--- src/rtl/core_pkg.sv ---
// Shared core types for the hazard controller: FSM states and register-number constants.
package core_pkg;

  typedef enum logic {RUN, MD_WAIT} state_e;

  localparam int REG_NUM_W = 5;
  localparam logic [REG_NUM_W-1:0] X0 = 5'd0;

endpackage

--- src/rtl/hazard_ctrl_if.sv ---
// Hazard controller bus: pipeline hazard inputs and register enable/flush outputs.
// master = pipeline side, slave = hazard controller.
interface hazard_ctrl_if
  import core_pkg::*;
#(
  parameter int CNT_W = 32
);
  logic [REG_NUM_W-1:0] i_id_rs1_num;
  logic [REG_NUM_W-1:0] i_id_rs2_num;
  logic                 i_id_uses_rs1;
  logic                 i_id_uses_rs2;
  logic [REG_NUM_W-1:0] i_ex_rd_num;
  logic                 i_ex_is_load;
  logic                 i_ex_redirect;
  logic                 i_ex_md_start;
  logic                 i_mem_busy;
  logic                 o_pc_en;
  logic                 o_if_id_en;
  logic                 o_id_ex_en;
  logic                 o_ex_mem_en;
  logic                 o_if_id_flush;
  logic                 o_id_ex_flush;
  logic                 o_ex_mem_flush;
  logic [CNT_W-1:0]     o_stall_cycles;

  modport master (
    output i_id_rs1_num, i_id_rs2_num, i_id_uses_rs1, i_id_uses_rs2,
           i_ex_rd_num, i_ex_is_load, i_ex_redirect, i_ex_md_start, i_mem_busy,
    input  o_pc_en, o_if_id_en, o_id_ex_en, o_ex_mem_en,
           o_if_id_flush, o_id_ex_flush, o_ex_mem_flush, o_stall_cycles
  );

  modport slave (
    input  i_id_rs1_num, i_id_rs2_num, i_id_uses_rs1, i_id_uses_rs2,
           i_ex_rd_num, i_ex_is_load, i_ex_redirect, i_ex_md_start, i_mem_busy,
    output o_pc_en, o_if_id_en, o_id_ex_en, o_ex_mem_en,
           o_if_id_flush, o_id_ex_flush, o_ex_mem_flush, o_stall_cycles
  );
endinterface

--- src/rtl/hazard_ctrl_detect.sv ---
// Load-use comparator: flags an ID source that depends on a load still in EX.
// Pure combinational, zero latency.
module hazard_detect
  import core_pkg::*;
(
  input  logic [REG_NUM_W-1:0] rs1_num,
  input  logic [REG_NUM_W-1:0] rs2_num,
  input  logic                 uses_rs1,
  input  logic                 uses_rs2,
  input  logic [REG_NUM_W-1:0] rd_num,
  input  logic                 is_load,
  output logic                 load_use
);
  // x0 is hardwired zero, so a load targeting it never creates a dependency.
  assign load_use = is_load && (rd_num != X0) &&
                    ((uses_rs1 && (rs1_num == rd_num)) ||
                     (uses_rs2 && (rs2_num == rd_num)));
endmodule

--- src/rtl/hazard_ctrl.sv ---
// Pipeline hazard controller: PC/IF-ID/ID-EX/EX-MEM enables and flushes, zero-latency decisions.
// Define HAZARD_CTRL_MULDIV_EN to enable multi-cycle mul/div occupancy of EX (MD_WAIT state).
module hazard_ctrl
  import core_pkg::*;
#(
  parameter int MD_CYCLES = 4,
  parameter int CNT_W     = 32
)(
  input  logic         i_clk,
  input  logic         i_rst_n,
  hazard_ctrl_if.slave bus
);
  logic             pc_en, if_id_en, id_ex_en, ex_mem_en;
  logic             if_id_flush, id_ex_flush, ex_mem_flush;
  logic             load_use;
  state_e           state_d, state_q;
  logic [CNT_W-1:0] stall_cycles_d, stall_cycles_q;

`ifdef HAZARD_CTRL_MULDIV_EN
  localparam int MD_CNT_W = (MD_CYCLES > 2) ? $clog2(MD_CYCLES) : 1;
  logic [MD_CNT_W-1:0] md_cnt_d, md_cnt_q;
`else
  logic        unused_md_start;
  logic [31:0] unused_md_cycles;
  assign unused_md_start  = bus.i_ex_md_start;
  assign unused_md_cycles = MD_CYCLES;
`endif

  hazard_detect u_detect (
    .rs1_num  (bus.i_id_rs1_num),
    .rs2_num  (bus.i_id_rs2_num),
    .uses_rs1 (bus.i_id_uses_rs1),
    .uses_rs2 (bus.i_id_uses_rs2),
    .rd_num   (bus.i_ex_rd_num),
    .is_load  (bus.i_ex_is_load),
    .load_use (load_use)
  );

  always_comb begin
    pc_en        = 1'b1;
    if_id_en     = 1'b1;
    id_ex_en     = 1'b1;
    ex_mem_en    = 1'b1;
    if_id_flush  = 1'b0;
    id_ex_flush  = 1'b0;
    ex_mem_flush = 1'b0;
    state_d      = state_q;
`ifdef HAZARD_CTRL_MULDIV_EN
    md_cnt_d     = md_cnt_q;
`endif
    if (!i_rst_n) begin
      {pc_en, if_id_en, id_ex_en, ex_mem_en}  = 4'b0000;
      {if_id_flush, id_ex_flush, ex_mem_flush} = 3'b111;
    end else if (bus.i_mem_busy) begin
      // Freeze everything, including any pending redirect or mul/div progress.
      {pc_en, if_id_en, id_ex_en, ex_mem_en} = 4'b0000;
`ifdef HAZARD_CTRL_MULDIV_EN
    end else if (state_q == MD_WAIT) begin
      if (md_cnt_q != '0) begin
        {pc_en, if_id_en, id_ex_en} = 3'b000;
        ex_mem_flush = 1'b1;
        md_cnt_d     = md_cnt_q - MD_CNT_W'(1);
      end else begin
        state_d = RUN;
      end
`endif
    end else if (bus.i_ex_redirect) begin
      if_id_flush = 1'b1;
      id_ex_flush = 1'b1;
`ifdef HAZARD_CTRL_MULDIV_EN
    end else if (bus.i_ex_md_start) begin
      {pc_en, if_id_en, id_ex_en} = 3'b000;
      ex_mem_flush = 1'b1;
      state_d      = MD_WAIT;
      md_cnt_d     = MD_CNT_W'(MD_CYCLES - 2);
`endif
    end else if (load_use) begin
      pc_en       = 1'b0;
      if_id_en    = 1'b0;
      id_ex_flush = 1'b1;
    end

    stall_cycles_d = stall_cycles_q;
    if (!pc_en && (stall_cycles_q != '1)) begin
      stall_cycles_d = stall_cycles_q + CNT_W'(1);
    end
  end

  always_ff @(posedge i_clk) begin
    if (!i_rst_n) begin
      state_q        <= RUN;
      stall_cycles_q <= '0;
`ifdef HAZARD_CTRL_MULDIV_EN
      md_cnt_q       <= '0;
`endif
    end else begin
      state_q        <= state_d;
      stall_cycles_q <= stall_cycles_d;
`ifdef HAZARD_CTRL_MULDIV_EN
      md_cnt_q       <= md_cnt_d;
`endif
    end
  end

  assign bus.o_pc_en        = pc_en;
  assign bus.o_if_id_en     = if_id_en;
  assign bus.o_id_ex_en     = id_ex_en;
  assign bus.o_ex_mem_en    = ex_mem_en;
  assign bus.o_if_id_flush  = if_id_flush;
  assign bus.o_id_ex_flush  = id_ex_flush;
  assign bus.o_ex_mem_flush = ex_mem_flush;
  assign bus.o_stall_cycles = stall_cycles_q;
endmodule
--- src/flat_wrapper.sv ---
// flat-port wrapper written by rule: the top's interface ports become plain ports
module hazard_ctrl_flat import core_pkg::*;
#(
  parameter int MD_CYCLES = 4,
  parameter int CNT_W     = 32
)
  (i_clk, i_rst_n, bus_i_id_rs1_num, bus_i_id_rs2_num, bus_i_id_uses_rs1, bus_i_id_uses_rs2, bus_i_ex_rd_num, bus_i_ex_is_load, bus_i_ex_redirect, bus_i_ex_md_start, bus_i_mem_busy, bus_o_pc_en, bus_o_if_id_en, bus_o_id_ex_en, bus_o_ex_mem_en, bus_o_if_id_flush, bus_o_id_ex_flush, bus_o_ex_mem_flush, bus_o_stall_cycles);
  hazard_ctrl_if #(.CNT_W(CNT_W)) bus_i ();
  input  logic i_clk;
  input  logic i_rst_n;
  input wire logic [$bits(bus_i.i_id_rs1_num)-1:0] bus_i_id_rs1_num;
  input wire logic [$bits(bus_i.i_id_rs2_num)-1:0] bus_i_id_rs2_num;
  input wire logic [$bits(bus_i.i_id_uses_rs1)-1:0] bus_i_id_uses_rs1;
  input wire logic [$bits(bus_i.i_id_uses_rs2)-1:0] bus_i_id_uses_rs2;
  input wire logic [$bits(bus_i.i_ex_rd_num)-1:0] bus_i_ex_rd_num;
  input wire logic [$bits(bus_i.i_ex_is_load)-1:0] bus_i_ex_is_load;
  input wire logic [$bits(bus_i.i_ex_redirect)-1:0] bus_i_ex_redirect;
  input wire logic [$bits(bus_i.i_ex_md_start)-1:0] bus_i_ex_md_start;
  input wire logic [$bits(bus_i.i_mem_busy)-1:0] bus_i_mem_busy;
  output wire logic [$bits(bus_i.o_pc_en)-1:0] bus_o_pc_en;
  output wire logic [$bits(bus_i.o_if_id_en)-1:0] bus_o_if_id_en;
  output wire logic [$bits(bus_i.o_id_ex_en)-1:0] bus_o_id_ex_en;
  output wire logic [$bits(bus_i.o_ex_mem_en)-1:0] bus_o_ex_mem_en;
  output wire logic [$bits(bus_i.o_if_id_flush)-1:0] bus_o_if_id_flush;
  output wire logic [$bits(bus_i.o_id_ex_flush)-1:0] bus_o_id_ex_flush;
  output wire logic [$bits(bus_i.o_ex_mem_flush)-1:0] bus_o_ex_mem_flush;
  output wire logic [$bits(bus_i.o_stall_cycles)-1:0] bus_o_stall_cycles;
  assign bus_i.i_id_rs1_num = bus_i_id_rs1_num;
  assign bus_i.i_id_rs2_num = bus_i_id_rs2_num;
  assign bus_i.i_id_uses_rs1 = bus_i_id_uses_rs1;
  assign bus_i.i_id_uses_rs2 = bus_i_id_uses_rs2;
  assign bus_i.i_ex_rd_num = bus_i_ex_rd_num;
  assign bus_i.i_ex_is_load = bus_i_ex_is_load;
  assign bus_i.i_ex_redirect = bus_i_ex_redirect;
  assign bus_i.i_ex_md_start = bus_i_ex_md_start;
  assign bus_i.i_mem_busy = bus_i_mem_busy;
  assign bus_o_pc_en = bus_i.o_pc_en;
  assign bus_o_if_id_en = bus_i.o_if_id_en;
  assign bus_o_id_ex_en = bus_i.o_id_ex_en;
  assign bus_o_ex_mem_en = bus_i.o_ex_mem_en;
  assign bus_o_if_id_flush = bus_i.o_if_id_flush;
  assign bus_o_id_ex_flush = bus_i.o_id_ex_flush;
  assign bus_o_ex_mem_flush = bus_i.o_ex_mem_flush;
  assign bus_o_stall_cycles = bus_i.o_stall_cycles;
  hazard_ctrl #(.MD_CYCLES(MD_CYCLES), .CNT_W(CNT_W)) u_core (.i_clk(i_clk), .i_rst_n(i_rst_n), .bus(bus_i));
endmodule
--- config.mk ---
export PLATFORM = sky130hd
export DESIGN_NAME = hazard_ctrl_flat
export DESIGN_NICKNAME = d
export VERILOG_FILES = /design/src/rtl/core_pkg.sv /design/src/rtl/hazard_ctrl_if.sv /design/src/rtl/hazard_ctrl_detect.sv /design/src/rtl/hazard_ctrl.sv /design/src/flat_wrapper.sv
export SDC_FILE = /design/constraint.sdc
export NUM_CORES = 1
export LEC_CHECK = 0
export CAP_MARGIN = 20
export CORE_MARGIN = 2
export CORE_UTILIZATION = 34
export DETAILED_ROUTE_END_ITERATION = 12
export GPL_TIMING_DRIVEN = 0
export MAX_ROUTING_LAYER = met4
export SYNTH_ARGS = -nofsm -noshare
export SYNTH_HDL_FRONTEND = slang
export SYNTH_SLANG_ARGS = --single-unit
--- constraint.sdc ---
create_clock -name i_clk -period 3.31 [get_ports i_clk]
set_clock_uncertainty 0.05 [all_clocks]
set_input_delay 0.8275 -clock i_clk [delete_from_list [all_inputs] [get_ports i_clk]]
set_output_delay 0.8275 -clock i_clk [all_outputs]
set_load 0.02 [all_outputs]
==> results.sh, run 1 <==
export IMPL_drt_iter0_drc=107
export IMPL_synthArstFlopShare_pct=0
export IMPL_fin_crit_sh_pct=97.2
export IMPL_whs_endpoint="u_core.bus.o_stall_cycles[8]"
export IMPL_cts_max_path_buffers=2
export IMPL_dpl_cell_area_um2=2560
export IMPL_cp_max_fo=3
export IMPL_cts_tree="done"
export IMPL_setup_viol=0
export IMPL_start_util_pct=34.6
export IMPL_ys_seq_area_share_pct=34.0
export IMPL_power_mw=0.950
export IMPL_netlist_top_cells_count="32 x dfxtp_1, 22 x a21oi_1, 17 x nand2_1"
export IMPL_hold_path_class="reg -> reg"
export IMPL_clk_pin_slew_ns=0.07
export IMPL_tightestPinTransition_ns=0.489
export IMPL_synth_area_leaders="dfxtp_1 34%, a21oi_1 5.8%, xnor2_1 5.1%"
export IMPL_synth_cell_types=45
export IMPL_wl_per_cell_um=14.3
export IMPL_status="completed"
export IMPL_grt_max_degree=11
export IMPL_critPathArrivalTime_ns=2.34
export IMPL_critPathSlowestCell="clkdlybuf4s50_1"
export IMPL_numCtsBuffers=5
export IMPL_cap_violations=0
export IMPL_track_usage_pct=18.3
export IMPL_grt_overflow=0
export IMPL_crit_family="buffers and inverters"
export IMPL_syn_inst=220
export IMPL_io_buffer_count=59
export IMPL_clk_latency_ns=0.29
export IMPL_hpwl_um=3860
export IMPL_r2r_end="u_core.bus.o_stall_cycles[1]"
export IMPL_worstSetupPathType="in -> out"
export IMPL_hold_viol_final=0
export IMPL_worst_ir_drop_vdd_mv=0.158
export IMPL_clock_sinks=32
export IMPL_via_per_inst=5.41
export IMPL_h_tree_depth=2
export IMPL_slowest_delay_ns=0.56
export IMPL_critPathCaptureType="output port"
export IMPL_whs_path_depth=2
export IMPL_min_from="u_core.bus.o_stall_cycles[8]"
export IMPL_path_buf_inv=3
export IMPL_die_w_um=78.4
export IMPL_worstReg2RegStart="u_core.bus.o_stall_cycles[4]"
export IMPL_cts_root_buffer="clkbuf_8"
export IMPL_diodes=0
export IMPL_final_util_pct=49.9
export IMPL_synth_edf_count=0
export IMPL_areaGrowthSynthToFinish_pct=44.0
export IMPL_yosysWarningCount=0
export IMPL_yosysTopAreaCellShare_pct=34.0
export IMPL_stdcell_count=360
export IMPL_multiInputGateArea_um2=1150
export IMPL_syn_nets=244
export IMPL_ys_ff_latch=32
export IMPL_stdcell_area_um2=2710
export IMPL_synth_area_um2=1880
export IMPL_die_area_um2=6150
export IMPL_grt_pass1_vias=1824
export IMPL_largest_reg_flops=32
export IMPL_core_um2=5440
export IMPL_finalCriticalPeriod_ns=3.22
export IMPL_gp_congestion=0.760
export IMPL_num_rows=27
export IMPL_drive_gt1_share_pct=12.2
export IMPL_p_leak_nw=0.877
export IMPL_dr_pass1_iters=4
export IMPL_required_ns=2.43
export IMPL_seq_area_um2=641
export IMPL_nFillCells=545
export IMPL_final_nets=311
export IMPL_slew_headroom_pct=67.2
export IMPL_maxSlewViolCount=0
export IMPL_synth_top_area_cell="dfxtp_1"
export IMPL_ys_flop_type="dfxtp_1"
export IMPL_num_io_pins=62
export IMPL_drt_wl_total_um=5140
export IMPL_yosysMostFrequentCell="dfxtp_1"
export IMPL_route_detailed_drc=0
export IMPL_detail_route_antenna_nets=0
export IMPL_reg2reg_depth=8
export IMPL_grt_pass1_wl_um=8920
export IMPL_syn_avg_cell_area_um2=8.57
export IMPL_max_freq_mhz=311
export IMPL_start_kind="input pin"
export IMPL_r2r_setup_slack_ns=0.97
export IMPL_path_cells="clkdlybuf4s50_1 -> xnor2_1 -> nand4_1 -> o221ai_4 -> nand2_1 -> buf_4 -> buf_2"
export IMPL_die_height_um=78.4
export IMPL_p_per_area_nw_per_um2=350
export IMPL_antenna_found_initial=0
export IMPL_vias=1946
export IMPL_placedCellCount=351
-- area by class of cell --
class,count,share of cell area [%]
buffer,12,4.15
multi-input combinational,173,42.3
inverter,3,0.461
clock buffer,7,3.55
sequential,32,23.6
timing repair buffer,60,21.4
clock inverter,1,1.11
tap,72,3.32
-- worst max-delay path by stage --
stage | startpoint | to | slack (ns) | cells past startpoint
floorplan | i_rst_n | bus_o_pc_en | 0.1 | 6
global placement | bus_i_ex_rd_num[0] | bus_o_pc_en | -0.71 | 7
detailed placement | bus_i_ex_rd_num[0] | bus_o_pc_en | -0.70 | 7
CTS | bus_i_ex_rd_num[1] | bus_o_pc_en | 0.008 | 7
global route | bus_i_ex_rd_num[1] | bus_o_pc_en | -0.002 | 7
finish | bus_i_ex_rd_num[1] | bus_o_pc_en | 0.09 | 7
-- per-stage QoR --
step / setup WS [ns] / hold slack, ns / setup TNS [ns]
floorplan: 0.0962 / 0.513 / 0
global placement: -0.712 / 0.442 / -1.87
detailed placement: -0.699 / 0.437 / -1.81
CTS: 0.00755 / 0.448 / 0
global route: -0.00201 / 0.471 / -0.00201
finish: 0.0923 / 0.451 / 0
-- worst register-to-register path: cells and delay by family (launching register included) --
kind / cells / cell delay (ns)
simple gates: 5 / 1.19
flops: 1 / 0.46
buf+inv: 2 / 0.32
mux: 1 / 0.19
-- layer usage --
layer | vias up | GRT usage (%) | wire length (um)
met5 | - | - | 0
met2 | 39 | 29.7 | 2510
met1 | 919 | 23.7 | 2390
li1 | 982 | - | -
met3 | 6 | 3.45 | 203
met4 | 0 | 4.39 | 41
-- power by group --
part	leakage, nW	internal [mW]	switching [mW]	total [mW]
combinational	0.554	0.0671	0.0704	0.138
sequential	0.258	0.389	0.00574	0.395
clock	0.0645	0.266	0.152	0.418
-- layout by cell type, fill, tap and decap left out, drive strengths merged, types with 2 or more instances in the layout --
master and count:
xnor2 11, or3 14, xor2 2, o31ai 8, o21ai 17, inv 2
o31a 4, nand4 15, a21oi 22, clkbuf 10, or4 11, and2 5
nand2 17, nand3 15, nor4 5, and4 2, dfxtp 32, nor2 8
o21a 4, dlygate4sd2 3, clkdlybuf4s50 52, buf 13, and3 2
-- kinds of logic (layout without fill, tap and decap cells) --
logic type      count (synthesis)  in the layout  synth area share, %
flops                          32             32                 34.0
simple gates                   97             97                 32.3
mux                             1              1                0.531
compound gates                 61             61                 19.9
buf+inv                        15             83                 6.57
xor+xnor                       13             13                 6.04
fa+ha+maj                       1              1                0.664
-- timing repair --
action                                  in CTS  in global routing
gates resized for setup                     22                  1
endpoints found under the setup margin       4                  1
hold buffers                                 0                  0
setup buffers                                0                  1
pin swaps                                    2                  2
No activity file was read; power rests on OpenSTA's default activity.
==> inputs of run 2 (changes only) <==
ABC_AREA = 1   (was default)
CAP_MARGIN = 10   (was 20)
GPL_ROUTABILITY_DRIVEN = 0   (was default)
==> run 2 against run 1 <==
Effect of this change: clock power is 31% lower; non-clock buffer count is 4 higher; hold slack hardly changed; core utilization is 2.9 points lower; critical path depth is 5 higher; combinational power is 12% lower; fmax is 0.17% higher; synthesized cell count is 84% higher.
==> results.sh, run 2 <==
export IMPL_worstSetupPathType="in -> out"
export IMPL_whs_ns=0.451
export IMPL_p_per_area_nw_per_um2=253
export IMPL_maxSlewViolCount=0
export IMPL_areaGrowthSynthToFinish_pct=34.2
export IMPL_via_per_inst=4.88
export IMPL_drt_iter0_drc=172
export IMPL_switching_share_pct=26.9
export IMPL_finalCriticalPeriod_ns=3.21
export IMPL_core_um2=6760
export IMPL_clock_sinks=32
export IMPL_synth_area_um2=2370
export IMPL_synthArstFlopShare_pct=0
export IMPL_final_nets=497
export IMPL_numCtsBuffers=5
export IMPL_drt_wl_total_um=7010
export IMPL_yosysWarningCount=0
export IMPL_cts_max_path_buffers=2
export IMPL_net_switching_power_mw=0.216
export IMPL_wl_per_cell_um=12.7
export IMPL_final_cell_mix="143 x nand2_1, 53 x clkdlybuf4s50_1, 45 x nor2_1, 41 x nand3_1, 37 x inv_1"
export IMPL_num_rows=30
export IMPL_start_util_pct=35.0
export IMPL_synth_edf_count=0
export IMPL_track_usage_pct=20.3
export IMPL_yosysMostFrequentCell="nand2_1"
export IMPL_tns_ns=0
export IMPL_num_io_pins=62
export IMPL_placedCellCount=544
export IMPL_slew_headroom_pct=67.4
export IMPL_largest_reg_flops=32
export IMPL_cts_tree="done"
export IMPL_critPathArrivalTime_ns=2.33
export IMPL_tightestPinTransition_ns=0.489
export IMPL_status="completed"
export IMPL_io_buffer_count=60
export IMPL_critPathCaptureType="output port"
export IMPL_ys_flop_type="dfxtp_1"
export IMPL_grt_overflow=0
export IMPL_hpwl_um=5470
export IMPL_cp_max_fo=8
export IMPL_synth_area_leaders="dfxtp_1 27%, nand2_1 23%, nand3_1 8.9%"
export IMPL_synth_top_area_cell="dfxtp_1"
export IMPL_slowest_delay_ns=0.50
export IMPL_grt_pass1_wl_um=11900
export IMPL_die_w_um=87.4
export IMPL_p_int_mw=0.586
export IMPL_final_common_cell="nand2_1"
export IMPL_hold_path_class="reg -> reg"
export IMPL_dr_pass1_iters=4
export IMPL_critPathSlowestCell="clkdlybuf4s50_1"
export IMPL_h_tree_depth=2
export IMPL_nFillCells=739
export IMPL_r2r_setup_slack_ns=1.01
export IMPL_ys_ff_latch=32
export IMPL_detail_route_antenna_nets=0
export IMPL_cap_violations=0
export IMPL_cp_common_cell="nand2_1"
export IMPL_fin_crit_sh_pct=97.0
export IMPL_clk_pin_slew_ns=0.07
export IMPL_hold_viol_final=0
export IMPL_syn_inst=404
export IMPL_cts_root_buffer="clkbuf_8"
export IMPL_route_detailed_drc=0
export IMPL_clkPwrFrac_pct=36.0
export IMPL_path_cells="clkdlybuf4s50_1 -> inv_1 -> nand2_1 -> nand2_1 -> nor2_1 -> nand3_1 -> nand2_1 -> nand3_2 -> nand2_4 -> inv_1 -> buf_4 -> buf_4"
export IMPL_vias=2698
export IMPL_max_freq_mhz=311
export IMPL_drive_gt1_share_pct=8.25
export IMPL_comb_power_share_pct=15.0
export IMPL_required_ns=2.43
export IMPL_syn_avg_cell_area_um2=5.86
export IMPL_grt_max_degree=11
export IMPL_clk_latency_ns=0.28
export IMPL_yosysTopAreaCellShare_pct=27.1
export IMPL_final_util_pct=47.0
export IMPL_diodes=0
export IMPL_rsz0062_at_grt="false"
export IMPL_die_area_um2=7640
export IMPL_setup_viol=0
export IMPL_path_buf_inv=5
export IMPL_antenna_found_initial=0
export IMPL_crit_family="buffers and inverters"
export IMPL_die_height_um=87.4
export IMPL_stdcell_count=553
export IMPL_ys_seq_area_share_pct=27.1
export IMPL_grt_pass1_vias=2506
export IMPL_netlist_top_cells_count="144 x nand2_1, 47 x nor2_1, 42 x nand3_1"
export IMPL_synth_cell_types=25
export IMPL_worst_ir_drop_vdd_mv=0.114
export IMPL_start_kind="input pin"
export IMPL_syn_nets=428
export IMPL_p_seq_share_pct=49.0
export IMPL_p_leak_nw=1.22
## run 2: cell count changes after synthesis, moves of 12 or more
cell     delta
or3_1      -13
nor2_1     +40
nand3_1    +30
o21ai_1    -12
nand2_1   +127
inv_1      +36
## run 2: area by class of cell
class                      instances  area (um2)  share of cell area, %
sequential                        32         641                   20.2
multi-input combinational        317        1510                   47.5
clock buffer                       6        72.6                   2.29
tap                               80         100                   3.15
timing repair buffer              63         612                   19.3
buffer                            13        82.6                   2.60
clock inverter                     1        5.00                  0.158
inverter                          41         154                   4.85
## run 2: timing repair
| action | CTS | global route |
|---|---|---|
| hold buffers | 0 | 0 |
| setup buffers | 1 | 2 |
| pin swaps | 0 | 1 |
| setup endpoints to repair | 5 | 4 |
| gates resized for setup | 17 | 7 |
## run 2: power by group through the flow
stage	Clock, mW	Sequential [mW]	Combinational (mW)
after global routing	0.312	0.393	0.133
after detailed placement	0	0.401	0.118
after global placement	0	0.401	0.117
final	0.289	0.393	0.121
after CTS	0.299	0.393	0.120
after floorplan	0	0.404	0.0576
## run 2: metrics by stage
step	power (mW)	instance area [um2]	worst slack, ns
floorplan	0.461	2370	0.396
global placement	0.518	3070	-0.675
detailed placement	0.520	3070	-0.683
CTS	0.812	3170	0.00246
global route	0.839	3170	0.00473
finish	0.802	3170	0.0977
## run 2: logic make-up (layout without fill, tap and decap cells)
family	Yosys count	after routing	share of synthesized area, %
and+or+nand+nor	263	263	48.3
xor gates and xnor gates	17	17	6.29
AOI/OAI and AO/OA	36	36	7.61
buffers and inverters	55	124	10.2
adders and majority gates	1	1	0.529
DFF	32	32	27.1
## run 2: per-layer routing
metal / track usage [%] / up-vias / wire length (um)
met5: - / - / 0
met4: 7.55 / 0 / 180
li1: - / 1412 / -
met2: 31.2 / 74 / 3110
met3: 2.65 / 16 / 341
met1: 27.2 / 1196 / 3380
## run 2: worst reg2reg max path, stage by stage, from the launching register on
cell,delay [ns]
dfxtp_1,0.48
ha_1,0.36
nand2_1,0.11
inv_2,0.07
nand2_2,0.07
inv_2,0.10
nand3_2,0.06
nor3_2,0.19
nand3_2,0.16
clkbuf_1,0.28
nand3_1,0.17
a21oi_1,0.07
## run 2: worst paths after layout
| path | cells after the start | from | end |
|---|---|---|---|
| worst max-delay path | 12 | bus_i_ex_rd_num[2] | bus_o_pc_en |
| worst min register to register | 2 | u_core.bus.o_stall_cycles[31] | u_core.bus.o_stall_cycles[31] |
| worst min-delay path | 2 | u_core.bus.o_stall_cycles[31] | u_core.bus.o_stall_cycles[31] |
| worst max register to register | 11 | u_core.bus.o_stall_cycles[0] | u_core.bus.o_stall_cycles[21] |
